File: src/rtl/uart_rx_port.sv
// rtl/uart_rx_port.sv - 8N1 serial receiver with first-word-fall-through byte FIFO
module uart_rx_port #(
  parameter int BAUD     = 115200,
  parameter int IN_CLOCK = 10000000,
  parameter int DEPTH    = 8
) (
  input  logic       clk,
  input  logic       reset,
  input  logic       uart_rx,
  input  logic       rd,
  input  logic       clr_err,
  output logic [7:0] rx_data,
  output logic       rx_ready,
  output logic       rx_full,
  output logic       overrun,
  output logic       frame_err
);

  localparam int DIV = IN_CLOCK / BAUD;
  localparam int CW  = $clog2(DIV);
  localparam int AW  = $clog2(DEPTH);

  localparam logic [CW-1:0] HALF_LAST = CW'(DIV / 2 - 1);
  localparam logic [CW-1:0] BIT_LAST  = CW'(DIV - 1);
  localparam logic [AW:0]   FULL_CNT  = (AW + 1)'(DEPTH);

  localparam logic [2:0] IDLE  = 3'd0;
  localparam logic [2:0] START = 3'd1;
  localparam logic [2:0] DATA  = 3'd2;
  localparam logic [2:0] STOP  = 3'd3;
  localparam logic [2:0] BREAK = 3'd4;

  logic          syncA;
  logic          rxs;
  logic [2:0]    state;
  logic [CW-1:0] baudCnt;
  logic [2:0]    bitIdx;
  logic [7:0]    shiftReg;

  logic [7:0]    mem [DEPTH];
  logic [AW-1:0] wrPtr;
  logic [AW-1:0] rdPtr;
  logic [AW:0]   count;

  logic stopSample, pushReq, frameSet;
  logic fifoEmpty, fifoFull, doPush, doPop, overSet;

  // Preset high so a reset never looks like a start bit.
  always_ff @(posedge clk or negedge reset) begin
    if (!reset) begin
      syncA <= 1'b1;
      rxs   <= 1'b1;
    end else begin
      syncA <= uart_rx;
      rxs   <= syncA;
    end
  end

  always_ff @(posedge clk or negedge reset) begin
    if (!reset) begin
      state    <= IDLE;
      baudCnt  <= '0;
      bitIdx   <= '0;
      shiftReg <= '0;
    end else begin
      case (state)
        IDLE: begin
          baudCnt <= '0;
          if (!rxs) state <= START;
        end
        START: begin
          if (baudCnt == HALF_LAST) begin
            baudCnt <= '0;
            bitIdx  <= '0;
            state   <= rxs ? IDLE : DATA;
          end else begin
            baudCnt <= baudCnt + CW'(1);
          end
        end
        DATA: begin
          if (baudCnt == BIT_LAST) begin
            baudCnt  <= '0;
            shiftReg <= {rxs, shiftReg[7:1]};
            bitIdx   <= bitIdx + 3'd1;
            if (bitIdx == 3'd7) state <= STOP;
          end else begin
            baudCnt <= baudCnt + CW'(1);
          end
        end
        STOP: begin
          if (baudCnt == BIT_LAST) begin
            baudCnt <= '0;
            state   <= rxs ? IDLE : BREAK;
          end else begin
            baudCnt <= baudCnt + CW'(1);
          end
        end
        BREAK: begin
          baudCnt <= '0;
          if (rxs) state <= IDLE;
        end
        default: begin
          baudCnt <= '0;
          state   <= IDLE;
        end
      endcase
    end
  end

  assign stopSample = (state == STOP) && (baudCnt == BIT_LAST);
  assign pushReq    = stopSample && rxs;
  assign frameSet   = stopSample && !rxs;

  assign fifoEmpty = (count == '0);
  assign fifoFull  = (count == FULL_CNT);
  assign doPop     = rd && !fifoEmpty;
  // A simultaneous pop frees the slot the push needs.
  assign doPush    = pushReq && (!fifoFull || doPop);
  assign overSet   = pushReq && fifoFull && !doPop;

  always_ff @(posedge clk) begin
    if (doPush) mem[wrPtr] <= shiftReg;
  end

  always_ff @(posedge clk or negedge reset) begin
    if (!reset) begin
      wrPtr <= '0;
      rdPtr <= '0;
      count <= '0;
    end else begin
      if (doPush) wrPtr <= wrPtr + AW'(1);
      if (doPop)  rdPtr <= rdPtr + AW'(1);
      case ({doPush, doPop})
        2'b10:   count <= count + (AW + 1)'(1);
        2'b01:   count <= count - (AW + 1)'(1);
        default: count <= count;
      endcase
    end
  end

  always_ff @(posedge clk or negedge reset) begin
    if (!reset) begin
      overrun   <= 1'b0;
      frame_err <= 1'b0;
    end else begin
      if (overSet)      overrun <= 1'b1;
      else if (clr_err) overrun <= 1'b0;
      if (frameSet)     frame_err <= 1'b1;
      else if (clr_err) frame_err <= 1'b0;
    end
  end

  assign rx_data  = fifoEmpty ? 8'h00 : mem[rdPtr];
  assign rx_ready = !fifoEmpty;
  assign rx_full  = fifoFull;

endmodule

File: config.mk
export PLATFORM = sky130hd
export DESIGN_NAME = uart_rx_port
export DESIGN_NICKNAME = d
export VERILOG_FILES = /design/src/rtl/uart_rx_port.sv
export SDC_FILE = /design/constraint.sdc
export NUM_CORES = 1
export LEC_CHECK = 0
export CORE_MARGIN = 2
export CORE_UTILIZATION = 54
export CTS_CLUSTER_SIZE = 8
export DETAILED_ROUTE_END_ITERATION = 7
export PLACE_DENSITY = 0.83
export SLEW_MARGIN = 10
export SYNTH_ARGS = -nofsm -noshare
export SYNTH_HDL_FRONTEND = slang
export SYNTH_SLANG_ARGS = --single-unit
File: constraint.sdc
create_clock -name clk -period 2.42 [get_ports clk]
set_clock_uncertainty 0.2 [all_clocks]
set_input_delay 0.605 -clock clk [delete_from_list [all_inputs] [get_ports clk]]
set_output_delay 0.605 -clock clk [all_outputs]
set_load 0.005 [all_outputs]
# Word-level counts from Yosys, hierarchy flattened
# Memories as Yosys holds them, arrays and structs flattened.
# Index checks and enable logic that the tools add are counted.
[classes]
n_addsub = 6
n_eq_ne = 16
muxes = 22
n_reduce_logical = 22
[ops]
columns = ["op", "n"]
rows = [
  ["3-bit two-way mux", 9],
  ["3-bit one-hot mux with 5 select lines", 1],
  ["7-bit two-way mux", 2],
  ["7-bit one-hot mux with 2 select lines", 1],
  ["2-bit inequality test (second input constant)", 6],
  ["3-bit by 1-bit adder with 3-bit output (second input constant)", 3],
  ["8-bit two-way mux", 1],
  ["4-bit one-hot mux with 2 select lines", 1],
  ["2-bit nonzero test", 4],
  ["7-bit by 1-bit adder with 7-bit output (second input constant)", 1],
  ["7-bit by 6-bit == test with 1-bit output (second input constant)", 1],
  ["7-bit == test (second input constant)", 1],
  ["1-bit logical AND", 7],
  ["3-bit by 2-bit == test with 1-bit output (second input constant)", 2],
  ["3-bit == test (second input constant)", 2],
  ["3-bit one-hot mux with 2 select lines", 1],
  ["6-bit AND reduction", 1],
  ["1-bit two-way mux", 5],
  ["4-bit by 1-bit adder with 4-bit output (second input constant)", 1],
  ["4-bit == test (second input constant)", 1],
  ["1-bit logical NOT", 4],
  ["4-bit logical NOT", 1],
  ["4-bit by 1-bit subtractor with 4-bit output (second input constant)", 1],
  ["3-bit by 1-bit == test with 1-bit output (second input constant)", 1],
  ["8 further kinds", 8],
]
[word_totals]
ff_bits = 35
ramBits = 64
input_bits = 5
output_inout_bits = 12
elab_cells = 78
mem_count = 1
[memory_table]
columns = ["name", "words", "word_bits", "rd", "rd_ports_with_merged_regs", "write_ports", "line", "rtl"]
rows = [
  ["mem", 8, 8, 1, 0, 1, "40", "logic [7:0] mem [DEPTH];"],
]

# Longest topological paths before layout
# Gate-level depths: netlist of run 1.
[depth]
depth_word = 7
ltp_mapped = 10
ltp_nobuf = 10

# Worst setup path after synthesis of run 1
# No wires, ideal clock.
[synth_timing]
kind = "register to register"
startpoint = "reg baudCnt[1]"
endpoint = "mem mem[0][0] (enable)"
setup_ns = 0.383
arrival_ns = 1.997
required_time_ns = 1.837
setup_slack_ns = -0.160
path_stages_with_launch = 9
path_buffers = 1
synth_period_minus_slack_ns = 2.580
path_cell_list = "dfrtp_1 > inv_1 > ha_1 > nand4b_4 > nor3_4 > and2_1 > buf_4 > nand2b_1 > nor3_1"
[synth_via]
elab_chain_len = 6
[synth_lines]
columns = ["element", "line", "rtl"]
rows = [
  ["start: declaration", "36", "logic [CW-1:0] baudCnt;"],
  ["start signal: assignment", "77", "baudCnt <= baudCnt + CW'(1);"],
  ["start signal: assignment", "87", "baudCnt <= baudCnt + CW'(1);"],
  ["start signal: assignment", "95", "baudCnt <= baudCnt + CW'(1);"],
  ["7-bit == test", "110", "assign stopSample = (state == STOP) && (baudCnt == BIT_LAST);"],
  ["1-bit logical AND", "110", ""],
  ["1-bit logical AND", "111", "assign pushReq = stopSample && rxs;"],
  ["1-bit logical AND", "118", "assign doPush = pushReq && (!fifoFull || doPop);"],
  ["1-bit two-way mux", "122", "if (doPush) mem[wrPtr] <= shiftReg;"],
  ["1-bit two-way mux (implied by the code)", "122", ""],
  ["end: declaration", "40", ""],
]
# Every way passes these cells.

# Worst setup path after layout of run 1
[layout_timing]
startpoint = "reg rdPtr[0]"
endpoint = "out rx_data[0]"
[layout_via]
elab_chain_len = 2
[layout_lines]
columns = ["element", "line", "rtl"]
rows = [
  ["start: declaration", "42", "logic [AW-1:0] rdPtr;"],
  ["start signal: assignment", "132", "if (doPop) rdPtr <= rdPtr + AW'(1);"],
  ["memory 8 x 8 bit", "-", ""],
  ["8-bit two-way mux", "153", "assign rx_data = fifoEmpty ? 8'h00 : mem[rdPtr];"],
  ["end: declaration", "12", "output logic [7:0] rx_data,"],
]
# Every way passes these cells.

==> results.cfg, run 1 <==
[setup_path]
path_cells = buf_12 > buf_6 > mux4_2 > mux2i_1 > nor2_1 > buf_2
critPathLaunchType = flip-flop
end_kind = output port
cp_max_fo = 4
cp.arrival_ps = 1830
slowest_delay_ps = 510
cp-startpoint = rdPtr[0]$_DFFE_PN0P_
cp_slowest_cell = mux4_2
crit_type = reg -> out
r2r_setup_slack_ps = 200
reg2reg_from = state[2]$_DFFE_PN0P_
critPathCapture = rx_data[0]
crit_required_ps = 1620
r2r-end = count[2]$_DFFE_PN0P_
reg2regPathDepth = 8

[sta]
slew_headroom_pct = 47.43
setup_viol = 8
hold_viol = 0
rsz0062_at_grt = true
tightest_slew_ps = 788.5
tns_ps = -1605
timing.hold.ws_ps = 118.8
report.final.slew_viol_count = 0
finalWorstSetupSlack_ps = -216.1
fmax_mhz = 379.3
post-route-period-util_pct = 108.9
fin_crit_ps = 2636

[layout]
register_area_um2 = 2801
nets = 338
layout-area-overhead-vs-synth_pct = 16.26
stdcell_count = 432
nFillCells = 520
drive_gt1_share_pct = 28.48
layout_commonest_cell = edfxtp_1
final_cell_mix = 64 x edfxtp_1, 32 x dfrtp_1, 29 x nor2_1, 29 x nand2_1, 28 x buf_4
multi_input_area_um2 = 1358
diodes = 0

[floorplanning]
dieArea_um2 = 8578
boundaryPins = 17
die_h_um = 92.62
row_count = 32
core-area_um2 = 7647
die_w_um = 92.62
start_util_pct = 55.45

[drt]
vias_per_cell = 5.574
wl_per_cell_um = 18.43
wl_um = 7961
drtIter0Drc = 191
ant_nets = 0
drt_pass1_iterations = 4
drcViolationCount = 0
num_vias = 2408

[yosys]
ys_seq_elements = 99
yosys.area.top_type_share_pct = 45.32
avgSynthCellArea_um2 = 15.42
synth.distinct_cells = 47
seq_area_frac_synth_pct = 66.04
synth_top_cell_by_area = edfxtp_1
async_reset_ff_share_pct = 35.35
synth_area_leaders = edfxtp_1 45%, dfrtp_1 19%, mux4_2 8.5%, nand2_1 2.6%, nor2_1 2.6%
syn_nets = 288
synth_edf_count = 64
postSynthCellCount = 275
syn_area_um2 = 4240
synth_warnings = 0
synthFlopType = edfxtp_1

[grt]
grt_use_total_pct = 20.65
grt_max_degree = 36
globalRouteOverflowTotal = 0
grt_pass1_vias = 2456
antenna_found_initial = 0
grt_pass1_wl_um = 12980

[cts]
clock_path_buffers = 2
cts_buffers = 9
cts_tree = yes
clk_pin_slew_ps = 100
clock-root-buffer = clkbuf_8
clk_latency_ps = 350
cts-htree-levels = 3
cts_hold_buf = 0
cts.sinks = 99

[placed_design]
io_buffers = 16
dp.cells = 407
gp_congestion = 0.7620
dp_hpwl_um = 5176
post-place-ws_ps = -261.9

[hold_path]
hold_class = in -> async

[power]
vdd_drop_max_uv = 391.0
finalPower_w = 0.002800
p_leak_nw = 2.112
power.density_nw_per_um2 = 567.9

[outcome]
status = finished with violations
violations = setup timing

[flow_run]
drv_cap = 0
[worst min path at each step]
stage                                       to  slack, ps  depth (start not counted)
after floorplan           baudCnt[0]$_DFF_PN0_        110                          0
after global placement           rxs$_DFF_PN1_        150                          0
after detailed placement         rxs$_DFF_PN1_        150                          0
after CTS                 count[3]$_DFFE_PN0P_        140                          1
after global routing             rxs$_DFF_PN1_        160                          0
final                     count[3]$_DFFE_PN0P_        120                          1
[cells in the mapped netlist (2+ instances only)]
library cell  number
a21oi_1            3
a22o_1             3
and2_1             2
buf_1              2
buf_2              3
buf_4              2
buf_6              3
clkbuf_1           3
dfrtp_1           33
dfstp_2            2
edfxtp_1          64
ha_1               8
inv_1              4
mux2_2             3
mux2_4             2
mux2i_1            8
mux4_2            16
nand2_1           29
nand2b_1           5
nand3_1            4
nand3b_1           3
nor2_1            29
nor2b_1            2
nor3_1             5
nor3b_1            2
nor4bb_1           2
o21bai_1           2
or2_1              2
xnor2_1            8
xor2_1             4
[power breakdown]
part	internal, W	switching [W]	leakage, nW
Sequential	0.00179	0.00000925	1.22
Clock	0.000381	0.000544	0.0847
Combinational	0.0000307	0.0000405	0.808
Total	0.00221	0.000593	2.11
[final cells by class]
class | instances | area share [%]
sequential | 99 | 56.83
inverter | 5 | 0.4315
clock buffer | 11 | 2.665
timing repair buffer | 52 | 9.213
clock inverter | 5 | 0.7360
tap | 102 | 2.589
multi-input combinational | 158 | 27.54
[repair_timing]
item	4_1_cts	5_1_grt
gates resized for setup	43	4
buffers inserted	8	2
pin swaps	6	4
endpoints found under the setup margin	10	66
gates cloned	2	0
[worst max-delay path, delay by kind of cell (launching register included)]
family	cells	cell delay, ps
mux	2	650
buf+inv	3	350
simple gates	1	60
flops	1	410
[sequential cells by signal (all words and copies together) (netlist names)]
name and count:
rdPtr 3, shiftReg 8, syncA 1, frame_err 1, overrun 1, bitIdx 3, state 3, count 4
wrPtr 3, rxs 1, mem 64, baudCnt 7
[cells by family (layout without fill, tap and decap cells)]
family | count (synthesis) | count (layout) | share of synthesized area [%]
DFF | 99 | 99 | 66.04
and+or+nand+nor | 96 | 96 | 12.33
muxes | 29 | 29 | 11.89
buffers and inverters | 18 | 73 | 2.449
AOI/OAI and AO/OA | 13 | 13 | 2.449
xor gates and xnor gates | 12 | 12 | 2.479
adders and majority gates | 8 | 8 | 2.361
[per-stage QoR]
step / instance area (um^2) / util, %
after floorplan: 4250 / -
after global placement: 4691 / 61.34
after detailed placement: 4691 / 61.34
after CTS: 4984 / 65.17
after global routing: 4930 / 64.46
final: 4930 / 64.46
[routing by layer]
layer  GRT usage [%]  up-vias  wire [um]
met3           3.255       15        332
met4           8.946        0        176
met2           35.89       70       4203
met5               0        -          0
met1           25.86     1217       3249
li1                -     1106          -
Note: power is estimated with default switching activity, not from simulation.
==> run 2: changes to the inputs <==
--- a/config.mk
+++ b/config.mk
@@ -5,7 +5,7 @@
 export SDC_FILE = /design/constraint.sdc
 export NUM_CORES = 1
 export LEC_CHECK = 0
-export CORE_MARGIN = 2
+export CORE_MARGIN = 10
 export CORE_UTILIZATION = 54
 export CTS_CLUSTER_SIZE = 8
 export DETAILED_ROUTE_END_ITERATION = 7
==> run 2 against run 1 <==
The run still ends with setup timing left. Design area increased by 0.63%. Via count shrank 1.2%. Combinational power fell by 1%. Sequential share of layout area shrank 0.28 points. Critical path type unchanged. Largest power group unchanged.
==> results.cfg, run 2 (synthesis gave the netlist of run 1 again) <==
[setup_path]
cp_max_fo = 3
r2r-end = count[2]$_DFFE_PN0P_
crit_required_ps = 1620
cp_slowest_cell = mux4_2
cp.arrival_ps = 1860
slowest_delay_ps = 520
critPathLaunchType = flip-flop
crit_type = reg -> out
end_kind = output port
crit_family = multiplexers
reg2reg_from = rxs$_DFF_PN1_
path_cells = buf_12 > buf_8 > mux4_2 > mux2i_1 > nor2_1 > buf_2
cp_num_buf_inv = 3
reg2regPathDepth = 8
cp.depth = 6
r2r_setup_slack_ps = 60

[layout]
nFillCells = 555
diodes = 0
nets = 338
top_regs = mem: 64 flops, shiftReg: 8 flops, baudCnt: 7 flops
layout-area-overhead-vs-synth_pct = 17.00
drive_gt1_share_pct = 29.09
top_register = mem
layout_commonest_cell = edfxtp_1
largest_reg_flops = 64
stdcell_count = 432
final_area_um2 = 4961
final_cell_mix = 64 x edfxtp_1, 29 x nor2_1, 29 x nand2_1, 29 x dfrtp_1, 29 x buf_4

[drt]
drcViolationCount = 0
drtIter0Drc = 136
drt_pass1_iterations = 4
wl_met3_um = 295
wl_per_cell_um = 18.59
num_vias = 2379
ant_nets = 0
vias_per_cell = 5.507
drt-met1-wl_um = 3333
wl_met2_um = 4249
wl_um = 8031
highest_layer = met4

[sta]
fmax_mhz = 375.4
setup_viol = 8
finalWorstSetupSlack_ps = -243.6
rsz0062_at_grt = true
hold_viol = 0
post-route-period-util_pct = 110.1
slew_headroom_pct = 69.63
report.final.slew_viol_count = 0
timing.hold.ws_ps = 162.1
fin_crit_ps = 2664
tightest_slew_ps = 455.6

[grt]
grt_pass1_wl_um = 13120
grt_use_total_pct = 14.66
antenna_found_initial = 0
globalRouteOverflowTotal = 0
grt_pass1_vias = 2470
grt_max_degree = 36

[floorplanning]
dieArea_um2 = 11800
boundaryPins = 17
die_w_um = 108.6
core-area_um2 = 7687
die_h_um = 108.6
start_util_pct = 55.16
row_count = 32

[flow_run]
drv_cap = 0

[cts]
cts-htree-levels = 3
clk_latency_ps = 370
clock-root-buffer = clkbuf_8
cts.sinks = 99
clk_pin_slew_ps = 90
cts_tree = yes
clock_path_buffers = 2
cts_buffers = 9
cts_hold_buf = 0

[outcome]
status = finished with violations
violations = setup timing

[power]
finalPower_w = 0.002887
power.density_nw_per_um2 = 581.9
vdd_drop_max_uv = 291.7
p_leak_nw = 2.108

[placed_design]
dp.cells = 408
placed_area_um2 = 4716
dp_hpwl_um = 5358
gp_congestion = 0.8165
io_buffers = 16

[hold_path]
hold_class = reg -> reg
holdPathStages = 0
worstHoldStart = syncA$_DFF_PN1_
hold_path_end = rxs$_DFF_PN1_
[run 2: timing repair]
item,4_1_cts,5_1_grt
pin swaps,3,3
cloned,2,0
setup buffers,7,2
hold endpoints to repair,0,0
setup endpoints to repair,10,10
resized for setup,45,4
[run 2: metrics by stage]
stage          setup slack, ps  util [%]  TNS, ps
2_1_floorplan            21.92         -        0
3_3_place_gp            -126.2     61.34    -8011
3_5_place_dp            -207.7     61.34   -11620
4_1_cts                 -354.5     65.10    -2620
5_1_grt                 -322.2     64.53    -2452
6_report                -243.6     64.53    -1715
[run 2: layout make-up]
cell class | count | area [um^2] | area share (%)
Clock buffer | 11 | 131.4 | 2.648
Clock inverter | 5 | 52.55 | 1.059
Inverter | 5 | 21.27 | 0.4288
Multi-Input combinational cell | 158 | 1364 | 27.49
Sequential cell | 99 | 2805 | 56.54
Tap cell | 102 | 127.6 | 2.573
Timing Repair Buffer | 52 | 459.2 | 9.256
[run 2: worst max-delay path by stage]
stage                               startpoint                    to  slack (ps)
after floorplan           rdPtr[0]$_DFFE_PN0P_            rx_data[6]          20
after global placement                      rd   mem[3][6]$_DFFE_PP_        -130
after detailed placement                    rd  count[2]$_DFFE_PN0P_        -210
after CTS                 rdPtr[0]$_DFFE_PN0P_            rx_data[3]        -350
after global routing      rdPtr[0]$_DFFE_PN0P_            rx_data[0]        -320
final                     rdPtr[0]$_DFFE_PN0P_            rx_data[0]        -240
[run 2: routing by layer]
metal / vias up / track usage (%)
met2: 47 / 24.48
met1: 1215 / 18.02
li1: 1104 / -
met3: 13 / 3.304
met4: 0 / 6.309
met5: - / 0
[run 2: where the power goes]
group / leakage, nW / total, W / internal (W) / switching (W)
registers: 1.21 / 0.00181 / 0.00179 / 0.0000110
clock network: 0.0913 / 0.00101 / 0.000475 / 0.000536
logic: 0.803 / 0.0000705 / 0.0000317 / 0.0000389
total: 2.11 / 0.00289 / 0.00230 / 0.000586
[run 2: worst reg2reg max path, delay by kind of cell (launching register included)]
family | cells | cell delay [ps]
and+or+nand+nor | 4 | 800
DFF | 1 | 600
xor gates and xnor gates | 2 | 320
adders and majority gates | 1 | 210
AOI/OAI and AO/OA | 1 | 110
==> run 3: changes to the inputs <==
--- a/config.mk
+++ b/config.mk
@@ -5,6 +5,7 @@
 export SDC_FILE = /design/constraint.sdc
 export NUM_CORES = 1
 export LEC_CHECK = 0
+export CORE_ASPECT_RATIO = 1.25
 export CORE_MARGIN = 10
 export CORE_UTILIZATION = 54
 export CTS_CLUSTER_SIZE = 8
==> run 3 against run 2 <==
The run still ends with setup timing left. Die area increased by 0.19%. Critical path depth unchanged. Global-route usage decreased by 0.93 points. Sequential power about the same.
==> results.cfg, run 3 (synthesis gave the netlist of run 1 again) <==
[hold_path]
hold_class = in -> async

[cts]
cts_tree = yes
clk_latency_ps = 360
clock_path_buffers = 2
cts_hold_buf = 0
cts-htree-levels = 3
cts.sinks = 99
clk_pin_slew_ps = 90
clock-root-buffer = clkbuf_8
cts_buffers = 9

[drt]
drt_pass1_iterations = 4
drtIter0Drc = 127
ant_nets = 0
vias_per_cell = 5.526
num_vias = 2343
wl_per_cell_um = 18.01
wl_um = 7636
drcViolationCount = 0

[setup_path]
cp_max_fo = 5
critPathLaunchType = flip-flop
cp_slowest_cell = mux4_2
crit_required_ps = 1620
path_cells = buf_6 > buf_12 > mux4_2 > mux2i_1 > nor2_1 > buf_2
end_kind = output port
crit_type = reg -> out
slowest_delay_ps = 510
cp.arrival_ps = 1860

[layout]
top_register = mem
largest_reg_flops = 64
final_cell_mix = 64 x edfxtp_1, 31 x dfrtp_1, 29 x nor2_1, 29 x nand2_1, 28 x buf_4
layout_commonest_cell = edfxtp_1
nets = 337
diodes = 0
top_regs = mem: 64 flops, shiftReg: 8 flops, baudCnt: 7 flops
layout-area-overhead-vs-synth_pct = 18.15
drive_gt1_share_pct = 29.48
final_area_um2 = 5010

[floorplanning]
start_util_pct = 54.73
die_w_um = 99.26
die_h_um = 119.1
dieArea_um2 = 11820
core-area_um2 = 7747
boundaryPins = 17
row_count = 36

[grt]
grt_max_degree = 36
grt_use_total_pct = 13.73
antenna_found_initial = 0
grt_pass1_wl_um = 12860
globalRouteOverflowTotal = 0
grt_pass1_vias = 2472

[sta]
post-route-period-util_pct = 110.1
finalWorstSetupSlack_ps = -243.3
fmax_mhz = 375.5
report.final.slew_viol_count = 0
tightest_slew_ps = 808.6
rsz0062_at_grt = true
hold_viol = 0
slew_headroom_pct = 46.09
setup_viol = 9
fin_crit_ps = 2663
timing.hold.ws_ps = 124.8

[power]
finalPower_w = 0.003107
pwr-share-comb_pct = 2.2
clock_power_share_pct = 39.7
p_switching_w = 0.0005942
power.density_nw_per_um2 = 620.1
vdd_drop_max_uv = 372.6
p_seq_share_pct = 58.1
internal_power_w = 0.002512
p_leak_nw = 2.141
switching_share_pct = 19.13

[outcome]
violations = setup timing
status = finished with violations

[placed_design]
gp_congestion = 0.7856
post-place-ws_ps = -183.7
io_buffers = 16
placed_area_um2 = 4687
dp_hpwl_um = 4915

[flow_run]
drv_cap = 0
## run 3: area by class of cell
type / instances / area (um^2)
timing repair buffer: 51 / 461.7
tap: 95 / 118.9
clock inverter: 6 / 111.4
sequential: 99 / 2803
fill: 539 / 2738
multi-input combinational: 158 / 1366
inverter: 5 / 21.27
clock buffer: 10 / 127.6
## run 3: final timing paths
path,slack [ps],start,cells past startpoint,end
hold / removal,120,reset,1,baudCnt[3]$_DFF_PN0_
max in group asynchronous,1330,reset,1,count[3]$_DFFE_PN0P_
setup / recovery,-240,rdPtr[0]$_DFFE_PN0P_,6,rx_data[1]
hold reg to reg,160,syncA$_DFF_PN1_,0,rxs$_DFF_PN1_
setup reg to reg,160,baudCnt[1]$_DFF_PN0_,10,count[2]$_DFFE_PN0P_
min in group clk,160,syncA$_DFF_PN1_,0,rxs$_DFF_PN1_
## run 3: repair_timing
action	4_1_cts	5_1_grt
setup endpoints to repair	10	11
gates cloned	2	0
setup buffers	5	3
pin swaps	3	5
resized for setup	40	6
## run 3: power groups by stage
stage	clock (W)	combinational, W	sequential, W
6_report	0.00123	0.0000695	0.00180
5_1_grt	0.00132	0.0000788	0.00181
4_1_cts	0.00125	0.0000706	0.00180
3_5_place_dp	0	0.0000697	0.00184
3_3_place_gp	0	0.0000665	0.00184
2_1_floorplan	0	0.0000371	0.00184
## run 3: worst max-delay path, delay by kind of cell, from the launching register on
kind / cells / cell delay [ps]
and+or+nand+nor: 1 / 60
muxes: 2 / 660
buffers and inverters: 3 / 380
DFF: 1 / 390
## run 3: stage by stage
stage	cells	utilization, %	TNS (ps)
floorplan	275	-	0
global placement	399	60.50	-7533
detailed placement	399	60.50	-11050
CTS	422	64.41	-1896
global route	424	64.66	-2639
finish	424	64.66	-1812
## run 3: routing by layer
layer	part of all wire, %	track usage, %	wire length [um]
met4	3.7	6.912	282
met3	3.2	2.892	245
met2	53	24.02	4049
met1	40	15.34	3058
met5	0	0	0
